`config.mk`:
```
export PLATFORM = sky130hd
export DESIGN_NAME = alu_op_sequencer
export DESIGN_NICKNAME = d
export VERILOG_FILES = /design/src/rtl/alu_op_sequencer.sv
export SDC_FILE = /design/constraint.sdc
export NUM_CORES = 1
export LEC_CHECK = 0
export CELL_PAD_IN_SITES_DETAIL_PLACEMENT = 1
export CELL_PAD_IN_SITES_GLOBAL_PLACEMENT = 1
export CORE_MARGIN = 4
export CORE_UTILIZATION = 27
export CTS_CLUSTER_SIZE = 8
export DETAILED_ROUTE_END_ITERATION = 16
export HOLD_SLACK_MARGIN = 0.12
export PLACE_DENSITY_LB_ADDON = 0.1
export REMOVE_ABC_BUFFERS = 1
export SETUP_SLACK_MARGIN = 0.3
export SLEW_MARGIN = 20
export SYNTH_ARGS = -nofsm -noshare
export SYNTH_HDL_FRONTEND = slang
export SYNTH_SLANG_ARGS = --single-unit
```
`constraint.sdc`:
```
create_clock -name iClk -period 2.1 [get_ports iClk]
set_input_delay 0.315 -clock iClk [delete_from_list [all_inputs] [get_ports iClk]]
set_output_delay 0.315 -clock iClk [all_outputs]
set_load 0.02 [all_outputs]
```
`src/rtl/alu_op_sequencer.sv`:
```
// Request/response sequencer in front of the combinational ALU: latches one op, waits its settle count, returns Z.
// Optional build macro ALUSEQ_DIVZERO_TRAP_EN rejects DIV with a zero divisor instead of issuing it.
module alu_op_sequencer #(
  parameter int unsigned SETTLE_CYCLES        = 1,
  parameter int unsigned MULDIV_SETTLE_CYCLES = 4
) (
  input  logic        iClk,
  input  logic        iRst,
  input  logic        iReqValid,
  output logic        oReqReady,
  input  logic [31:0] iReqA,
  input  logic [31:0] iReqB,
  input  logic [3:0]  iReqCtrl,
  output logic [31:0] oAluA,
  output logic [31:0] oAluB,
  output logic [3:0]  oAluCtrl,
  input  logic [31:0] iAluHi,
  input  logic [31:0] iAluLo,
  input  logic        iAluZero,
  input  logic        iAluNeg,
  output logic        oRespValid,
  input  logic        iRespReady,
  output logic [31:0] oZHi,
  output logic [31:0] oZLo,
  output logic        oZero,
  output logic        oNeg,
  output logic        oErr
);

  localparam int unsigned DW = 32;
  localparam int unsigned CW = 4;

  localparam logic [1:0] S_IDLE = 2'd0;
  localparam logic [1:0] S_WAIT = 2'd1;
  localparam logic [1:0] S_DONE = 2'd2;

  localparam logic [CW-1:0] OP_MUL  = 4'h5;
  localparam logic [CW-1:0] OP_DIV  = 4'h6;
  localparam logic [CW-1:0] OP_LAST = 4'h9;

  localparam logic [CW-1:0] CNT_ALU    = CW'(SETTLE_CYCLES);
  localparam logic [CW-1:0] CNT_MULDIV = CW'(MULDIV_SETTLE_CYCLES);

  logic [1:0]    state_q, state_d;
  logic [CW-1:0] cnt_q, cnt_d;
  logic [DW-1:0] alu_a_d, alu_b_d;
  logic [CW-1:0] alu_ctrl_d;
  logic [DW-1:0] z_hi_d, z_lo_d;
  logic          zero_d, neg_d, err_d;
  logic          is_muldiv;
  logic          reject;

  // Handshake flags are decoded from state and forced low while reset is held.
  assign oReqReady  = (state_q == S_IDLE) && !iRst;
  assign oRespValid = (state_q == S_DONE) && !iRst;

  assign is_muldiv = (iReqCtrl == OP_MUL) || (iReqCtrl == OP_DIV);

`ifdef ALUSEQ_DIVZERO_TRAP_EN
  assign reject = (iReqCtrl > OP_LAST) || ((iReqCtrl == OP_DIV) && (iReqB == '0));
`else
  assign reject = (iReqCtrl > OP_LAST);
`endif

  // Next-state and next-register values.
  always_comb begin
    state_d    = state_q;
    cnt_d      = cnt_q;
    alu_a_d    = oAluA;
    alu_b_d    = oAluB;
    alu_ctrl_d = oAluCtrl;
    z_hi_d     = oZHi;
    z_lo_d     = oZLo;
    zero_d     = oZero;
    neg_d      = oNeg;
    err_d      = oErr;

    case (state_q)
      S_IDLE: begin
        if (iReqValid) begin
          if (reject) begin
            // Rejected ops leave the ALU operands untouched and answer immediately.
            state_d = S_DONE;
            err_d   = 1'b1;
            z_hi_d  = '0;
            z_lo_d  = '0;
            zero_d  = 1'b0;
            neg_d   = 1'b0;
          end else begin
            state_d    = S_WAIT;
            alu_a_d    = iReqA;
            alu_b_d    = iReqB;
            alu_ctrl_d = iReqCtrl;
            cnt_d      = is_muldiv ? CNT_MULDIV : CNT_ALU;
          end
        end
      end
      S_WAIT: begin
        // <= 1 also covers an out-of-range zero count without wrapping.
        if (cnt_q <= 4'd1) begin
          state_d = S_DONE;
          cnt_d   = '0;
          z_hi_d  = iAluHi;
          z_lo_d  = iAluLo;
          zero_d  = iAluZero;
          neg_d   = iAluNeg;
          err_d   = 1'b0;
        end else begin
          cnt_d = cnt_q - 4'd1;
        end
      end
      S_DONE: begin
        if (iRespReady) begin
          state_d = S_IDLE;
        end
      end
      default: state_d = S_IDLE;
    endcase
  end

  // State and output registers.
  always_ff @(posedge iClk) begin
    if (iRst) begin
      state_q  <= S_IDLE;
      cnt_q    <= '0;
      oAluA    <= '0;
      oAluB    <= '0;
      oAluCtrl <= '0;
      oZHi     <= '0;
      oZLo     <= '0;
      oZero    <= 1'b0;
      oNeg     <= 1'b0;
      oErr     <= 1'b0;
    end else begin
      state_q  <= state_d;
      cnt_q    <= cnt_d;
      oAluA    <= alu_a_d;
      oAluB    <= alu_b_d;
      oAluCtrl <= alu_ctrl_d;
      oZHi     <= z_hi_d;
      oZLo     <= z_lo_d;
      oZero    <= zero_d;
      oNeg     <= neg_d;
      oErr     <= err_d;
    end
  end

endmodule

```
==> impl_metrics.yaml <==
critical_path:
  crit_type: "flip-flop to flip-flop"
  startpoint_type: "flip-flop"
  crit_fanout: 8
  arrival_ps: 2150
  cp-end-kind: "flip-flop"
  required_ps: 2440
floorplan:
  ios: 275
  num_rows: 52
  dieArea_mm2: 0.0229
  die_height_um: 151
  die_w_um: 151
  core-area_mm2: 0.0202
  start_util_pct: 27.4
timing:
  drv_slew: 0
  finalCriticalPeriod_ps: 1810
  hold_viol_final: 0
  setup_violations: 0
  tightest_slew_ps: 716
  worst_clock_skew_ps: 7.98
  rsz0062_at_grt: "yes"
  period_share_pct: 86.2
  fmax_mhz: 552
  hold_ws_ps: 452
  max-slew-margin-rel_pct: 52.3
synthesis:
  synth.ff_latch_count: 141
  synth.cell_area_mm2: 0.00554
  ys_types: 32
  synth_area_per_cell_um2: 8.67
  synthAdderAreaFrac_pct: 0.452
  ys_top_cells_by_area: "dfxtp_1, nand2_1, mux2i_1"
  netlist_instances: 639
  synth_warnings: 0
  synth_top_area_cell: "dfxtp_1"
  synth_simple_gate_area_share_pct: 23.8
  ys_seq_area_share_pct: 51.0
  yosysTopAreaCellShare_pct: 51.0
  synthXorXnorAreaFrac_pct: 0.158
  synth_top_family_by_area: "simple AND/OR/NAND/NOR gates"
  synthMuxAreaShare_pct: 12.1
  synth_compound_area_share_pct: 8.24
layout:
  drive_gt1_share_pct: 7.40
  multiInputGateArea_mm2: 0.00254
  final_cell_mix: "clkdlybuf4s50_1, nand2_1, dfxtp_1, a21oi_1, nand2b_1"
  final_common_cell: "clkdlybuf4s50_1"
  area_growth_pct: 70.4
  fill_cells: 2296
  instances_no_fill: 1189
  diodes: 0
  nNetsFinal: 1046
  ff_latch_area_mm2: 0.00283
power:
  share_seq_of_total_power_pct: 38.7
  power.share.switching_pct: 26.2
  vdd_drop_max_mv: 0.502
  p_sw_w: 0.00195
  totalPowerFinal_w: 0.00742
  pwr-share-clk_pct: 42.0
  p_int_w: 0.00548
  powerDensity_mw_per_mm2: 787
  power_leakage_nw: 3.34
  p_comb_share_pct: 19.2
clocking:
  clk_pin_slew_ps: 60
  worstSkewPairLatency_ps: 410
  htreeDepth: 4
  cts_tree: "done"
  cts_root_buf: "clkbuf_16"
  clock_path_buffers: 2
  hold_buffers: 0
  cts_buffers: 17
  cts.sinks: 141
global_route:
  grt_usage_pct: 16.6
  antenna_found_initial: 1
  grt_pass1_vias: 5751
  grt_max_degree: 76
  grt_pass1_wl_um: 29900
  grt_overflow: 0
routing:
  drc: 0
  drtPass1Iterations: 4
  wirelength_um: 20100
  drt_iter0_drc: 147
  via_per_inst: 4.51
  num_vias: 5363
  wl_per_cell_um: 16.9
  ant_nets: 0
job:
  maxCapViolations: 0
status:
  run_status: "finished clean"
placement:
  portBuffers: 274
  placedCellCount: 1148
  gp_congestion: 0.745
  hpwl_um: 14100
min_path:
  hp-class: "primary input to flip-flop"
## cell usage after synthesis (all sizes together)
cell,count
a211oi,1
o221a,1
inv,3
nand2b,70
o21ba,1
a31oi,1
and3,1
nand2,204
o21a,1
clkbuf,26
nor2,5
or3,3
buf,20
nand3,5
nor3,5
ha,2
nor2b,1
o221ai,1
a2bb2oi,1
o211a,1
o21ai,4
mux2i,67
xnor2,1
nand3b,1
a21oi,71
o31ai,1
dfxtp,141
## stage by stage
step	cell area [µm²]	utilization, %	setup TNS (ps)	setup WS, ps
6_report	9440	46.6	0	289
5_1_grt	9440	46.6	0	218
4_1_cts	9250	45.7	0	191
3_5_place_dp	8560	42.3	0	97.7
3_3_place_gp	8560	42.3	0	205
2_1_floorplan	5310	-	-122030	-1770
## sequential cells by signal, indices dropped and copies added (netlist names)
signal    count
cnt_q         4
oAluA        32
oAluB        32
oAluCtrl      4
oErr          1
oNeg          1
oZHi         32
oZLo         32
oZero         1
state_q       2
## metal layers
metal	up-vias	wire length, µm	GRT usage, %
met5	-	13	0
met4	2	223	5.49
met3	21	2460	9.10
met2	196	9650	28.1
met1	2543	7700	17.5
li1	2601	-	-
## timing repair
item                                    CTS  global route
endpoints found under the setup margin   69            69
pin swaps                                 1             0
buffers inserted                          1             2
gates cloned                              2             4
gates resized for setup                   7            19
## power by group through the flow
stage | registers [W] | clock network (W) | logic [W]
floorplan | 0.00306 | 0 | 0.000464
global route | 0.00289 | 0.00332 | 0.00153
global placement | 0.00292 | 0 | 0.00126
finish | 0.00288 | 0.00312 | 0.00143
CTS | 0.00287 | 0.00323 | 0.00135
detailed placement | 0.00293 | 0 | 0.00129
## critical path, cell delays in order, from the launching register on
cell,delay (ps)
dfxtp_4,370
inv_4,70
ha_4,140
nor2_2,40
or3_4,350
o21ai_4,220
buf_12,180
clkbuf_16,170
mux2i_1,190
## logic make-up (layout without fill, tap and decap cells)
| group | after synthesis | count (layout) |
|---|---|---|
| buffers and inverters | 49 | 329 |
| flip-flops | 141 | 141 |
| multiplexers | 67 | 67 |
| XOR/XNOR | 1 | 1 |
| AND/OR/NAND/NOR | 295 | 295 |
| adder cells (fa/ha/maj) | 2 | 2 |
| AO/OA/AOI/OAI | 84 | 84 |
## path summary, 6_finish.rpt
kind	start	endpoint	slack, ps	cells past startpoint
worst min register to register	oAluB[2]	oAluB[2]	450	2
worst max-delay path	cnt_q[0]	oNeg	290	8
worst max register to register	cnt_q[0]	oNeg	290	8
worst min-delay path	iAluLo[8]	oZLo[8]	450	3
## final cells by class
class	instances	area share, %
Clock inverter	13	1.75
Sequential cell	141	30.0
Clock buffer	19	4.69
Multi-Input combinational cell	449	26.9
Tap cell	270	3.58
Inverter	3	0.146
Timing Repair Buffer	294	33.0
Note: power is estimated with default switching activity, not from simulation.
